## src/rtl/parity_checker_rx_pkg.sv

```systemverilog
// Definitions shared by both ends of the parity link: receiver FSM states,
// default word width and the parity-sense encodings.
package parity_pkg;

    localparam int DEFAULT_DATA_W = 32;

    localparam int EVEN = 0;
    localparam int ODD  = 1;

    typedef enum logic [1:0] {
        IDLE,
        DATA,
        PARITY
    } state_t;

endpackage

```

## src/rtl/parity_checker_rx_if.sv

```systemverilog
// Serial bit stream into the parity receiver and the checked word coming back out.
interface parity_checker_rx_if
    import parity_pkg::*;
#(
    parameter int DATA_W = DEFAULT_DATA_W
);

    logic              sin;
    logic              sin_valid;
    logic              frame_start;
    logic [DATA_W-1:0] dataout;
    logic              parity_ok;
    logic              out_valid;
    logic              parity_err;

    modport master (
        output sin, sin_valid, frame_start,
        input  dataout, parity_ok, out_valid, parity_err
    );

    modport slave (
        input  sin, sin_valid, frame_start,
        output dataout, parity_ok, out_valid, parity_err
    );

endinterface

```

## src/rtl/parity_checker_rx.sv

```systemverilog
// Receive-side parity checker: reassembles LSB-first serial words, checks the
// trailing parity bit and keeps a saturating count of failed frames.
module parity_checker_rx
    import parity_pkg::*;
#(
    parameter int DATA_W     = DEFAULT_DATA_W,
    parameter int ODD_PARITY = EVEN,
    parameter int ERR_CNT_W  = 8
) (
    input  logic                 clk,
    input  logic                 rst_n,
    parity_checker_rx_if.slave   rx,
    input  logic                 clr_count,
    output logic [ERR_CNT_W-1:0] err_count,
    output logic                 busy
);

    localparam int               CNT_W        = $clog2(DATA_W);
    localparam logic [CNT_W-1:0] LAST_BIT     = CNT_W'(DATA_W - 1);
    localparam logic             PARITY_SENSE = (ODD_PARITY != 0);

    state_t               state_q;
    logic [CNT_W-1:0]     bit_cnt_q;
    logic [DATA_W-1:0]    shift_q;
    logic [DATA_W-1:0]    dataout_q;
    logic                 run_xor_q;
    logic                 parity_ok_q;
    logic                 out_valid_q;
    logic                 parity_err_q;
    logic                 busy_q;
    logic [ERR_CNT_W-1:0] err_cnt_q;
    logic [ERR_CNT_W-1:0] err_cnt_d;

    logic start;
    logic parity_bit;
    logic bad_frame;

    // A strobed frame_start restarts reception from any state, so it outranks the parity bit.
    assign start      = rx.sin_valid & rx.frame_start;
    assign parity_bit = rx.sin_valid & ~rx.frame_start & (state_q == PARITY);
    assign bad_frame  = parity_bit & (rx.sin != (run_xor_q ^ PARITY_SENSE));

    // NOTE: always_comb assigns its output first, so no path can leave err_cnt_d unassigned and infer a latch.
    always_comb begin
        err_cnt_d = err_cnt_q;
        if (clr_count) begin
            err_cnt_d = '0;
        end else if (bad_frame && !(&err_cnt_q)) begin
            err_cnt_d = err_cnt_q + ERR_CNT_W'(1);
        end
    end

    // NOTE: state is updated with non-blocking assignments only, and every register, including the shift register, has a reset value.
    always_ff @(posedge clk or negedge rst_n) begin
        if (!rst_n) begin
            state_q      <= IDLE;
            bit_cnt_q    <= '0;
            shift_q      <= '0;
            dataout_q    <= '0;
            run_xor_q    <= 1'b0;
            parity_ok_q  <= 1'b0;
            out_valid_q  <= 1'b0;
            parity_err_q <= 1'b0;
            busy_q       <= 1'b0;
            err_cnt_q    <= '0;
        end else begin
            out_valid_q  <= 1'b0;
            parity_err_q <= 1'b0;
            err_cnt_q    <= err_cnt_d;

            if (start) begin
                shift_q   <= DATA_W'(rx.sin);
                run_xor_q <= rx.sin;
                bit_cnt_q <= CNT_W'(1);
                state_q   <= DATA;
                busy_q    <= 1'b1;
            end else if (rx.sin_valid) begin
                case (state_q)
                    DATA: begin
                        shift_q[bit_cnt_q] <= rx.sin;
                        run_xor_q          <= run_xor_q ^ rx.sin;
                        bit_cnt_q          <= bit_cnt_q + CNT_W'(1);
                        if (bit_cnt_q == LAST_BIT) begin
                            state_q <= PARITY;
                        end
                    end
                    PARITY: begin
                        dataout_q    <= shift_q;
                        parity_ok_q  <= ~bad_frame;
                        out_valid_q  <= 1'b1;
                        parity_err_q <= bad_frame;
                        bit_cnt_q    <= '0;
                        state_q      <= IDLE;
                        busy_q       <= 1'b0;
                    end
                    default: ;
                endcase
            end
        end
    end

    assign rx.dataout    = dataout_q;
    assign rx.parity_ok  = parity_ok_q;
    assign rx.out_valid  = out_valid_q;
    assign rx.parity_err = parity_err_q;
    assign err_count     = err_cnt_q;
    assign busy          = busy_q;

endmodule

```

## src/flat_wrapper.sv

```systemverilog
// flat-port wrapper written by rule: the top's interface ports become plain ports
module parity_checker_rx_flat import parity_pkg::*;
#(
    parameter int DATA_W     = DEFAULT_DATA_W,
    parameter int ODD_PARITY = EVEN,
    parameter int ERR_CNT_W  = 8
)
  (clk, rst_n, clr_count, err_count, busy, rx_sin, rx_sin_valid, rx_frame_start, rx_dataout, rx_parity_ok, rx_out_valid, rx_parity_err);
  parity_checker_rx_if #(.DATA_W(DATA_W)) rx_i ();
  input  logic clk;
  input  logic rst_n;
  input  logic clr_count;
  output logic [ERR_CNT_W-1:0] err_count;
  output logic busy;
  input wire logic [$bits(rx_i.sin)-1:0] rx_sin;
  input wire logic [$bits(rx_i.sin_valid)-1:0] rx_sin_valid;
  input wire logic [$bits(rx_i.frame_start)-1:0] rx_frame_start;
  output wire logic [$bits(rx_i.dataout)-1:0] rx_dataout;
  output wire logic [$bits(rx_i.parity_ok)-1:0] rx_parity_ok;
  output wire logic [$bits(rx_i.out_valid)-1:0] rx_out_valid;
  output wire logic [$bits(rx_i.parity_err)-1:0] rx_parity_err;
  assign rx_i.sin = rx_sin;
  assign rx_i.sin_valid = rx_sin_valid;
  assign rx_i.frame_start = rx_frame_start;
  assign rx_dataout = rx_i.dataout;
  assign rx_parity_ok = rx_i.parity_ok;
  assign rx_out_valid = rx_i.out_valid;
  assign rx_parity_err = rx_i.parity_err;
  parity_checker_rx #(.DATA_W(DATA_W), .ODD_PARITY(ODD_PARITY), .ERR_CNT_W(ERR_CNT_W)) u_core (.clk(clk), .rst_n(rst_n), .rx(rx_i), .clr_count(clr_count), .err_count(err_count), .busy(busy));
endmodule
```

## config.mk

```make
export PLATFORM = sky130hd
export DESIGN_NAME = parity_checker_rx_flat
export DESIGN_NICKNAME = d
export VERILOG_FILES = /design/src/rtl/parity_checker_rx_pkg.sv /design/src/rtl/parity_checker_rx_if.sv /design/src/rtl/parity_checker_rx.sv /design/src/flat_wrapper.sv
export SDC_FILE = /design/constraint.sdc
export NUM_CORES = 1
export LEC_CHECK = 0
export BUFFER_PORTS_ARGS = -buffer_cell sky130_fd_sc_hd__clkbuf_2
export CAP_MARGIN = 25
export CORE_UTILIZATION = 55
export CTS_BUF_LIST = sky130_fd_sc_hd__clkbuf_16
export CTS_CLUSTER_DIAMETER = 150
export CTS_CLUSTER_SIZE = 10
export DETAILED_ROUTE_END_ITERATION = 8
export PLACE_DENSITY_LB_ADDON = 0.15
export SYNTH_ARGS = -nofsm -noshare
export SYNTH_HDL_FRONTEND = slang
export SYNTH_SLANG_ARGS = --single-unit
```

## constraint.sdc

```tcl
create_clock -name clk -period 4.93 [get_ports clk]
set_input_delay 0.2465 -clock clk [delete_from_list [all_inputs] [get_ports clk]]
set_output_delay 0.2465 -clock clk [all_outputs]
set_load 0.01 [all_outputs]
```

# Word-level counts from Yosys, hierarchy flattened
# Index checks and enable logic that the tools add are counted.
dict set report op_classes {
  n_shift 0
  mul 0
  bitwise_logic 8
  magnitude_cmp 2
  div_mod_pow 0
  n_reduce_logical 14
  muxes 27
  n_eq_ne 5
  addsub 2
}
# cell n
set ops {}
lappend ops {{$mux 32} 3}
lappend ops {{$bwmux 32} 1}
lappend ops {{$mux 8} 2}
lappend ops {{$mux 1} 13}
lappend ops {{$mux 5} 2}
lappend ops {{$pmux 5 s2} 1}
lappend ops {{$add 8x1->8 const B} 1}
lappend ops {{$reduce_and 8->1} 1}
lappend ops {{$reduce_bool 2->1} 4}
lappend ops {{$lt 5x6->1 const B} 1}
lappend ops {{$mux 2} 3}
lappend ops {{$reduce_and 2->1} 3}
lappend ops {{$reduce_and 3->1} 2}
lappend ops {{$add 5x1->5 const B} 1}
lappend ops {{$demux 1 s5} 1}
lappend ops {{$eq 5x5->1 const B} 1}
lappend ops {{$ge 5x1->1 const B} 1}
lappend ops {{$and 1x1->1} 4}
lappend ops {{$pmux 2 s2} 1}
lappend ops {{$ne 3x1->1 const B} 1}
lappend ops {{$not 1->1} 3}
lappend ops {{$reduce_bool 3->1} 1}
lappend ops {{$eq 2x1->1 const B} 1}
lappend ops {{$eq 2x2->1 const B} 1}
lappend ops {{4 further kinds} 5}
dict set report totals {
  rom_bits 0
  latchBits 0
  out_inout_bits 44
  ram_bits 0
  inputBits 6
  wordCells 68
  reg_bits 84
  mem_count 0
}

# Longest topological paths before layout
# Gate-level depths: netlist (run 1).
dict set report logic_depth {
  ltp_word 8
  ltp_mapped 10
}

# Worst setup path before layout (run 1)
# No wires, ideal clock.
dict set report synth_timing {
  kind {reg-to-reg}
  from {register u_core.state_q[0]}
  to {register u_core.err_cnt_q[4], in the netlist u_core.err_count[4]}
  t_required_ns 4.852
  path_stages_with_launch 11
  arrival_ns 1.834
  setup_time_ns 0.078
  slack_ns 3.019
  path_cell_list {dfrtp_1 inv_1 ha_1 nand2_1 or2_1 buf_6 clkinv_4 o211ai_4 buf_6 or3_1 a21oi_1}
}
dict set report synth_between {
  elab_chain_cells 5
}
# item line_no
set synth_rtl {}
lappend synth_rtl {{start, declared} parity_checker_rx.sv:22} ;# state_t state_q;
lappend synth_rtl {{start signal, assigned} parity_checker_rx.sv:56} ;# state_q <= IDLE;
lappend synth_rtl {{start signal, assigned} parity_checker_rx.sv:75} ;# state_q <= DATA;
lappend synth_rtl {{start signal, assigned} parity_checker_rx.sv:84} ;# state_q <= PARITY;
lappend synth_rtl {{$eq 2x2->1} parity_checker_rx.sv:40} ;# assign parity_bit = rx.sin_valid & ~rx.frame_start & (state_q == PARITY);
lappend synth_rtl {{$and 1x1->1} parity_checker_rx.sv:40}
lappend synth_rtl {{$and 1x1->1} parity_checker_rx.sv:41} ;# assign bad_frame = parity_bit & (rx.sin != (run_xor_q ^ PARITY_SENSE));
lappend synth_rtl {{$logic_and 1x1->1} parity_checker_rx.sv:48} ;# end else if (bad_frame && !(&err_cnt_q)) begin
lappend synth_rtl {{$reduce_bool 2->1 (no source line)} --}
lappend synth_rtl {{end signal, assigned} parity_checker_rx.sv:69} ;# err_cnt_q <= err_cnt_d;
lappend synth_rtl {{end, declared} parity_checker_rx.sv:31} ;# logic [ERR_CNT_W-1:0] err_cnt_q;
# No other way between the ends.
# A chain may end at the register's enable or synchronous reset.

# Worst setup path after layout (run 1)
dict set report layout_timing {
  from {register u_core.state_q[0]}
  to {register u_core.err_cnt_q[6], in the netlist u_core.err_count[6]}
}
# The elaborated chain is that of the path after synthesis.

==> results by group, run 1 <==
Status
  • Status: complete, but fails checks
  • Violated checks: design-rule violations

GRT
  • Total grt overflow: 0
  • Largest net degree at the start of global routing: 85
  • Via count of the first global-routing pass: 2661
  • Gr usage total: a little under a quarter
  • Global-route wire length before repair: 12850 um
  • Initial antenna violation count: 0

Setup path
  • Worst Reg-to-Reg Cells: 8
  • CP startpoint kind: flip-flop
  • Setup slack, reg-to-reg: ~2.7 ns
  • Maximum fanout along the worst path: 36
  • Reg-to-reg endpoint: u_core.err_count[6]$_DFFE_PN0P_
  • Worst r2r src: u_core.state_q[0]$_DFFE_PN0P_
  • Kind of end point of the critical path: flip-flop
  • Crit path arrival time: around 2.5 ns
  • Worst Setup Path Type: reg2reg
  • WP data required: 5.18 ns

Timing
  • RSZ-0062 raised after global routing: false
  • Worst clock skew: roughly 0.014 ns
  • Endpoints failing setup: 0
  • Tmin final: 2.253 ns
  • Max Fclk: 443.9 MHz
  • Period utilization: a little under half
  • Hold Worst Slack: 0.1814 ns
  • Slew Viols, Final: 0
  • Final Hold Fails: 0
  • Slew @ Worst Pin: approximately 0.76 ns
  • Total negative slack: 0 ns
  • Worst slew margin: 48.67%

Floorplanning
  • Starting Density: between 50 and 60%
  • DIE WIDTH: approximately 84 um
  • FP Rows: 29
  • Io pins: 50
  • Die height: about 84 um
  • Die area: slightly above 0.007 mm2
  • CORE AREA: between 0.006 and 0.007 mm2

Power and ir drop
  • LEAKAGE: between 2 and 2.5 nW
  • Total Power: 1.744 mW
  • VDD IR-drop max: 0.2579 mV
  • P per Cell Area: around 400 mW/mm2

Logic synthesis
  • Synth Area in XOR/XNOR: 0.4701%
  • Synth Warn #: 0
  • Largest family of logic cells by synthesized area: simple AND/OR/NAND/NOR gates
  • Number of synthesized flops with an enable pin: 0
  • Distinct cell type count of the synthesized netlist: 35
  • Compound-Gate Fraction of Synth Area: about an eighth
  • Most instantiated library cell after synthesis: nand2_1
  • Register area share after synthesis: a little under three fifths
  • FFs w/ async S/R, synth: 100.0%
  • Simple-Gate Fraction of Synth Area: between 20% and 30%
  • Post-Synth Adder-Cell Area: roughly 2.7%
  • Synth cell count leaders: 137 x nand2_1, 84 x dfrtp_1, 18 x o31ai_1, 16 x clkbuf_1, 16 x o211ai_1
  • Largest area contributor in the synthesized netlist: dfrtp_1
  • Top-area cell type share of the netlist area: roughly 56%
  • Synth Cell Area: around 0.0037 mm2
  • Avg Inst Size Synth: between 9 and 10 um2
  • Predominant post-synthesis flop cell: dfrtp_1
  • Seq cells post-synth: 84
  • Area contributors post-synth: dfrtp_1 56%, nand2_1 14%, o31ai_1 3.6%, mux2i_1 3.5%, o211ai_1 3.2%
  • Gate Count Post-Synth: approximately 390
  • Syn nets: 400
  • Mux contribution to synthesized area: ~3.8%

Final layout
  • Register area: 0.002102 mm2
  • Area Growth Syn to Fin: 16.15%
  • Layout fillers: ~530
  • Net count, final: approximately 450
  • Final Cell Area: between 0.004 and 0.005 mm2
  • # diodes: 0
  • Multi-input logic area: approximately 0.0015 mm2
  • Fraction of layout cells with a size suffix above 1: 16.28%

CTS
  • CTS Hold Buffers Added: 0
  • Max H-tree Level: 3
  • Setup bufs post-CTS: 0
  • Max clock buf depth: 2
  • Clk slew on worst S/H paths: about 0.06 ns
  • CTS Sinks: 84
  • Clock Latency Late Sink: 0.35 ns
  • Inserted Clock Buffers: 9
  • CTS tree: yes
  • Post-CTS Resized: 0
  • Root buffer cell: clkbuf_16

Route
  • First-pass DRT Iterations: 6
  • DR DRC count: 3
  • Detailed-route via count: 2809
  • Final antenna-violating net count: 0
  • Routed vias/inst: approximately 5.5
  • DR WL/cell: 14.60 um
  • Final WL: 7488 um
  • Initial DRC count: 220

Place
  • Post-Place Cell Area: 0.004014 mm2
  • IO Port Bufs: a little under 50
  • GPL Wtd Cong: 0.8039
  • DP HPWL: ~4700 um

Job
  • MaxCap Viol Count: 0

Hold path
  • Hold path startpoint: clr_count
  • Worst Hold Class: in2reg
  • Hold Path Sink: u_core.err_count[3]$_DFFE_PN0P_
  • Worst hold stages: 2
## cells by family (layout without fill, tap and decap cells)
family | count (synthesis) | count (layout)
flip-flops | 84 | 84
adder cells (fa/ha/maj) | 8 | 8
buffers and inverters | 30 | 80
AND/OR/NAND/NOR | 181 | 181
AO/OA/AOI/OAI | 67 | 67
multiplexers | 14 | 14
XOR/XNOR | 2 | 2
## how the worst max path moves through the flow
stage / from / endpoint / slack (ns) / depth (start not counted)
after floorplan: u_core.state_q[0]$_DFFE_PN0P_ / u_core.err_count[4]$_DFFE_PN0P_ / 3.02 / 10
after global placement: u_core.state_q[0]$_DFFE_PN0P_ / u_core.err_count[5]$_DFFE_PN0P_ / 2.77 / 8
after detailed placement: u_core.state_q[0]$_DFFE_PN0P_ / u_core.err_count[5]$_DFFE_PN0P_ / 2.67 / 8
after CTS: u_core.state_q[0]$_DFFE_PN0P_ / u_core.err_count[5]$_DFFE_PN0P_ / 2.68 / 8
after global routing: u_core.state_q[0]$_DFFE_PN0P_ / u_core.err_count[6]$_DFFE_PN0P_ / 2.49 / 8
final: u_core.state_q[0]$_DFFE_PN0P_ / u_core.err_count[6]$_DFFE_PN0P_ / 2.68 / 8
## cell usage in the layout (no fill, tap or decap), types with 3 or more instances in the layout
| cell type | instances |
|---|---|
| a21oi_1 | 9 |
| a32o_1 | 3 |
| and3_1 | 5 |
| clkbuf_16 | 9 |
| clkbuf_2 | 48 |
| dfrtp_1 | 84 |
| ha_1 | 8 |
| inv_1 | 11 |
| mux2i_1 | 13 |
| nand2_1 | 137 |
| nand2b_1 | 3 |
| nand3_1 | 12 |
| nor2_1 | 5 |
| nor3_1 | 4 |
| o211ai_1 | 16 |
| o21ai_0 | 14 |
| o31ai_1 | 18 |
| or3_1 | 4 |
## state kept, by name, summed over array words and instances, names as in the netlist
name / count
u_core.shift_q: 32
u_core.rx.parity_ok: 1
u_core.bit_cnt_q: 5
u_core.rx.dataout: 32
u_core.rx.out_valid: 1
u_core.run_xor_q: 1
u_core.state_q: 2
u_core.rx.parity_err: 1
u_core.busy: 1
u_core.err_count: 8
## per-stage QoR
step           util, %  setup slack [ns]  std cells
6_report         67.01             2.677        513
5_1_grt          67.01             2.486        513
4_1_cts          66.20             2.678        510
3_5_place_dp     62.15             2.668        494
3_3_place_gp     61.72             2.774        493
2_1_floorplan        -             3.019        386
## area by class of cell
| cell class | instances | area share (%) |
|---|---|---|
| clock inverter | 7 | 0.8384 |
| inverter | 10 | 0.9829 |
| sequential | 84 | 48.57 |
| clock buffer | 9 | 5.204 |
| tap | 77 | 2.226 |
| timing repair buffer | 54 | 7.748 |
| multi-input combinational | 272 | 34.43 |
## metal layers
metal | part of all wire, % | wire length, um | GRT usage [%]
met3 | 2.7 | 201 | 5.703
met5 | 0 | 0 | 0
met2 | 47 | 3507 | 35.99
met4 | 1.3 | 97 | 7.837
met1 | 49 | 3682 | 31.88
## worst max-delay path: stages, from the launching register on
cell and delay (ns):
dfrtp_1 0.40, inv_1 0.07, ha_1 0.27, nand2_1 0.10, or2_1 0.27, clkinv_4 0.22, o211ai_4 0.21, or4_1 0.46
a21oi_1 0.18
## power breakdown
group          internal (mW)  switching [mW]  total [mW]
Sequential             0.745          0.0565       0.802
Combinational          0.122           0.220       0.341
Clock                  0.334           0.268       0.601
Note: power is estimated with default switching activity, not from simulation.
==> run 2: changes to the inputs <==
==> constraint.sdc (replaced) <==
create_clock -name clk -period 2.4 [get_ports clk]
set_input_delay 0.12 -clock clk [delete_from_list [all_inputs] [get_ports clk]]
set_output_delay 0.12 -clock clk [all_outputs]
set_load 0.01 [all_outputs]
==> run 2 against run 1 <==
  * The flow still finishes with violations (design-rule violations)
  * Clock skew shrank 0.0086 ns
  * Via count rose by 0.21%
  * Maximum frequency up 12%
  * Power rose by 110%
  * Combinational power rose by 110%
  * Non-clock buffer count rose by 2
  * Design area fell by 0.12%
  * Clock-buffer cell count unchanged
  * Critical path type unchanged
  * Critical endpoint is now u_core.err_count[5]$_DFFE_PN0P_
  * Largest cell class unchanged
==> results by group, run 2 (synthesis gave the netlist of run 1 again) <==
GRT
  • Gr usage total: a little under a quarter
  • Initial antenna violation count: 0
  • Largest net degree at the start of global routing: 50
  • Total grt overflow: 0
  • Via count of the first global-routing pass: 2724
  • Global-route wire length before repair: approximately 13000 um

Timing
  • Final worst slack: 0.3828 ns
  • Slew @ Worst Pin: approximately 0.68 ns
  • Period utilization: between 80 and 90%
  • Worst slew margin: between 50% and 60%
  • Final Hold Fails: 0
  • Hold Worst Slack: 0.05686 ns
  • Tmin final: approximately 2.0 ns
  • Total negative slack: 0 ns
  • Max Fclk: just under 500 MHz
  • Slew Viols, Final: 0
  • Worst clock skew: around 0.0057 ns
  • RSZ-0062 raised after global routing: false
  • Endpoints failing setup: 0

Power and ir drop
  • Clock group share of total power: between 30% and 40%
  • Flop pwr share: 45.3%
  • P per Cell Area: approximately 840 mW/mm2
  • Combinational share of power: 19.6%
  • Total Power: 3.640 mW
  • Switch Pwr: between 1 and 1.5 mW
  • LEAKAGE: about 2.3 nW
  • Sw Share: between 30% and 40%
  • VDD IR-drop max: ~0.47 mV
  • Cell-internal power: around 2.5 mW

Final layout
  • Multi-input logic area: approximately 0.0015 mm2
  • # diodes: 0
  • Fraction of layout cells with a size suffix above 1: about 17%
  • Most frequent cells in the layout: 137 x nand2_1, 84 x dfrtp_1, 48 x clkbuf_2, 18 x o31ai_1, 16 x o211ai_1
  • Commonest non-fill, non-tap cell in the layout: nand2_1
  • Final std cells w/o fill: around 500
  • Final Util: roughly two thirds
  • Final Cell Area: about 0.0043 mm2
  • Register area: 0.002102 mm2
  • Net count, final: between 400 and 500
  • Area Growth Syn to Fin: 16.02%
  • Layout fillers: roughly 550

Route
  • Final antenna-violating net count: 0
  • DR DRC count: 7
  • DR WL/cell: 14.76 um
  • Initial DRC count: roughly 170
  • Routed vias/inst: roughly 5.5
  • Final WL: 7602 um
  • First-pass DRT Iterations: 6
  • Detailed-route via count: between 2000 and 3000

Hold path
  • Worst Hold Class: in2reg

Setup path
  • Crit path cell chain: inv_1 > ha_1 > nand2_1 > or2_1 > clkinv_4 > o211ai_4 > or4_1 > a21oi_1
  • CP startpoint kind: flip-flop
  • Slowest stage delay, CP: 0.50 ns
  • WP data required: about 2.7 ns
  • Setup slack, reg-to-reg: ~0.38 ns
  • Crit path arrival time: ~2.3 ns
  • Kind of end point of the critical path: flip-flop
  • Worst Setup Path Type: reg2reg
  • Maximum fanout along the worst path: 14
  • CP max-delay cell: or4_1

Place
  • Dpl cells: between 400 and 500
  • Post-Place Cell Area: between 0.004 and 0.005 mm2
  • DP HPWL: 5060 um
  • Dpl ws: about 0.4 ns
  • GPL Wtd Cong: just over 0.8
  • IO Port Bufs: 49

Floorplanning
  • CORE AREA: around 0.0065 mm2
  • Die area: 0.007108 mm2
  • Starting Density: between 50% and 60%
  • DIE WIDTH: 84.31 um
  • Io pins: 50
  • Die height: 84.31 um
  • FP Rows: 29

CTS
  • Setup bufs post-CTS: 0
  • Max H-tree Level: 3
  • Post-CTS Resized: 0
  • Clk slew on worst S/H paths: about 0.060 ns
  • Max clock buf depth: 2
  • Root buffer cell: clkbuf_16
  • Clock Latency Late Sink: ~0.34 ns
  • CTS tree: yes
  • CTS Hold Buffers Added: 1
  • Inserted Clock Buffers: 9
  • CTS Sinks: 84

Status
  • Violated checks: design-rule violations
  • Status: complete, but fails checks

Job
  • MaxCap Viol Count: 0
## run 2: cell count changes in the layout (fill, tap and decap cells not counted)
cell      delta
buf_8        -1
buf_4        +4
inv_1        -2
clkinv_1     -1
buf_12       +1
clkinv_4     +1
buf_16       -2
inv_6        +2
## run 2: worst max-delay path: cells and delay by family, from the launching register on
| kind | cells | cell delay, ns |
|---|---|---|
| AND/OR/NAND/NOR | 3 | 0.86 |
| flip-flops | 1 | 0.40 |
| AO/OA/AOI/OAI | 2 | 0.30 |
| adder cells (fa/ha/maj) | 1 | 0.26 |
| buffers and inverters | 2 | 0.14 |
## run 2: final timing paths
path / from / to / cells after the start
worst max-delay path: u_core.state_q[0]$_DFFE_PN0P_ / u_core.err_count[5]$_DFFE_PN0P_ / 8
worst min-delay path: clr_count / u_core.err_count[7]$_DFFE_PN0P_ / 2
worst max register to register: u_core.state_q[0]$_DFFE_PN0P_ / u_core.err_count[5]$_DFFE_PN0P_ / 8
worst min register to register: u_core.rx.dataout[22]$_DFFE_PN0P_ / u_core.rx.dataout[22]$_DFFE_PN0P_ / 2
max in group asynchronous: rst_n / u_core.shift_q[9]$_DFFE_PN0P_ / 3
min in group asynchronous: rst_n / u_core.rx.out_valid$_DFF_PN0_ / 2
## run 2: power groups by stage
stage                     Sequential [mW]  Combinational [mW]  Clock, mW
after CTS                            1.64               0.719       1.30
after global routing                 1.67               0.812       1.35
after floorplan                      1.65               0.492          0
final                                1.65               0.714       1.28
after detailed placement             1.67               0.713          0
after global placement               1.66               0.690          0
## run 2: layout make-up
class                      instances  area share (%)
tap                               77           2.229
multi-input combinational        272           34.47
inverter                          10          0.9841
clock buffer                       9           5.210
timing repair buffer              56           7.294
clock inverter                     7           1.187
sequential                        84           48.63
## run 2: layer usage
metal | global-route usage, % | up-vias | wire, um | share of wire, %
met2 | 37.18 | 56 | 3604 | 47
li1 | - | 1416 | - | -
met4 | 10.82 | 0 | 91 | 1.2
met3 | 3.540 | 7 | 266 | 3.5
met1 | 32.76 | 1336 | 3640 | 48
met5 | 0 | - | 0 | 0
==> run 3: changes to the inputs <==
==> constraint.sdc (replaced) <==
create_clock -name clk -period 2 [get_ports clk]
set_input_delay 0.1 -clock clk [delete_from_list [all_inputs] [get_ports clk]]
set_output_delay 0.1 -clock clk [all_outputs]
set_load 0.01 [all_outputs]
==> run 3 against run 2 <==
  * The flow still finishes with violations (design-rule violations)
  * Clock power is 24% higher
  * Largest power group unchanged
  * Sequential power is 19% higher
  * Register-to-register slack worse by 0.27 ns
  * Highest routed layer unchanged
  * Via count is 3.1% higher
  * Critical path depth stayed put
  * Flip-flop and latch count stayed put
  * Final cell count is 1.6% higher
  * Design area is 1.6% higher
  * Critical endpoint unchanged
  * Die area stayed put
  * Hold slack worse by 0.013 ns
==> results by group, run 3 (synthesis gave the netlist of run 1 again) <==
Status
  • Status: complete, but fails checks
  • Violated checks: design-rule violations

CTS
  • Max clock buf depth: 2
  • Clk slew on worst S/H paths: 0.06 ns
  • CTS Sinks: 84
  • Inserted Clock Buffers: 9
  • CTS tree: yes
  • Post-CTS Resized: 0
  • Max H-tree Level: 3
  • Clock Latency Late Sink: between 0.3 and 0.4 ns
  • Root buffer cell: clkbuf_16

Timing
  • Max Fclk: around 530 MHz
  • Slew Viols, Final: 0
  • Worst slew margin: 57.79%
  • Tmin final: between 1.5 and 2 ns
  • RSZ-0062 raised after global routing: false
  • Final Hold Fails: 0
  • Endpoints failing setup: 0
  • Slew @ Worst Pin: 0.6332 ns
  • Period utilization: 94.19%
  • Worst clock skew: 0.005982 ns
  • Total negative slack: 0 ns

Route
  • Final antenna-violating net count: 0
  • Detailed-route via count: roughly 2900
  • DR WL/cell: ~15 um
  • Final WL: a little under 8000 um
  • First-pass DRT Iterations: 6
  • DR DRC count: 3
  • Routed vias/inst: 5.547
  • Initial DRC count: approximately 180

Power and ir drop
  • P per Cell Area: 1008 mW/mm2
  • LEAKAGE: 2.310 nW
  • VDD IR-drop max: ~0.63 mV

GRT
  • Initial antenna violation count: 0
  • Global-route wire length before repair: about 13000 um
  • Largest net degree at the start of global routing: between 50 and 60
  • Gr usage total: a little under a quarter
  • Total grt overflow: 0
  • Via count of the first global-routing pass: between 2000 and 3000

Setup path
  • CP startpoint kind: flip-flop
  • WP data required: about 2.3 ns
  • Maximum fanout along the worst path: 7
  • Crit path arrival time: about 2.2 ns
  • Kind of end point of the critical path: flip-flop
  • Worst Setup Path Type: reg2reg

Floorplanning
  • DIE WIDTH: 84.31 um
  • Io pins: 50
  • Starting Density: between 50% and 60%
  • Die area: approximately 0.007 mm2
  • Die height: roughly 84 um
  • CORE AREA: about 0.0065 mm2
  • FP Rows: 29

Final layout
  • Net count, final: between 400 and 500
  • Final std cells w/o fill: around 520
  • Fraction of layout cells with a size suffix above 1: a little under a fifth
  • Area Growth Syn to Fin: 17.86%
  • Most frequent cells in the layout: 137 x nand2_1, 84 x dfrtp_1, 48 x clkbuf_2, 18 x o31ai_1, 16 x o211ai_1
  • # diodes: 0
  • Commonest non-fill, non-tap cell in the layout: nand2_1

Place
  • DP HPWL: 5017 um
  • GPL Wtd Cong: 0.7988
  • Dpl cells: 502
  • IO Port Bufs: 49

Hold path
  • Worst Hold Class: in2reg

Job
  • MaxCap Viol Count: 0
-- run 3: critical path, stage by stage (launching register included) --
cell      delay [ns]
dfrtp_1         0.39
inv_1           0.06
ha_1            0.16
nand2_1         0.07
or2_1           0.26
clkinv_4        0.07
o211ai_4        0.10
or4_1           0.54
a21oi_1         0.15
-- run 3: area by class of cell --
class	count	area (um2)
multi-input combinational	272	1490
tap	77	96.34
fill	542	2067
clock buffer	9	225.2
timing repair buffer	64	375.4
inverter	10	42.54
sequential	84	2102
clock inverter	7	60.06
-- run 3: path summary, 6_finish.rpt --
kind | start | end | slack, ns | depth (start not counted)
worst max register to register | u_core.state_q[0]$_DFFE_PN0P_ | u_core.err_count[5]$_DFFE_PN0P_ | 0.12 | 8
worst min-delay path | clr_count | u_core.err_count[4]$_DFFE_PN0P_ | 0.04 | 2
worst max-delay path | u_core.state_q[0]$_DFFE_PN0P_ | u_core.err_count[5]$_DFFE_PN0P_ | 0.12 | 8
worst min register to register | u_core.shift_q[2]$_DFFE_PN0P_ | u_core.rx.dataout[2]$_DFFE_PN0P_ | 0.47 | 2
max in group asynchronous | rst_n | u_core.shift_q[17]$_DFFE_PN0P_ | 1.13 | 3
min in group asynchronous | rst_n | u_core.rx.dataout[26]$_DFFE_PN0P_ | 0.26 | 2
-- run 3: routing by layer --
| metal | routed length, um | up-vias | part of all wire, % | GRT usage, % |
|---|---|---|---|---|
| li1 | - | 1433 | - | - |
| met1 | 3649 | 1390 | 47 | 32.69 |
| met2 | 3709 | 67 | 48 | 35.99 |
| met3 | 258 | 11 | 3.3 | 3.048 |
| met4 | 111 | 0 | 1.4 | 11.91 |
| met5 | 0 | - | 0 | 0 |
-- run 3: through the flow --
step | total power [mW] | cell area [um2] | hold slack [ns] | setup WS, ns | utilization [%]
CTS | 4.444 | 4362 | 0.03378 | 0.09587 | 67.53
floorplan | 2.566 | 3726 | -0.1956 | 0.08869 | -
finish | 4.429 | 4392 | 0.04425 | 0.1162 | 68.00
global placement | 2.820 | 4066 | 0.07791 | 0.1890 | 62.96
detailed placement | 2.855 | 4066 | 0.08868 | 0.1054 | 62.96
global route | 4.666 | 4392 | 0.04852 | 0.01319 | 68.00
-- run 3: repair_timing --
action                                  CTS  global route
endpoints found under the hold margin    33             0
hold buffers                              1             0
endpoints found under the setup margin    0             1
buffers inserted                          0             4
-- run 3: power by group --
part	total, mW	switching (mW)	internal (mW)
clock	1.59	0.640	0.951
sequential	1.97	0.137	1.84
combinational	0.864	0.554	0.310
total	4.43	1.33	3.10
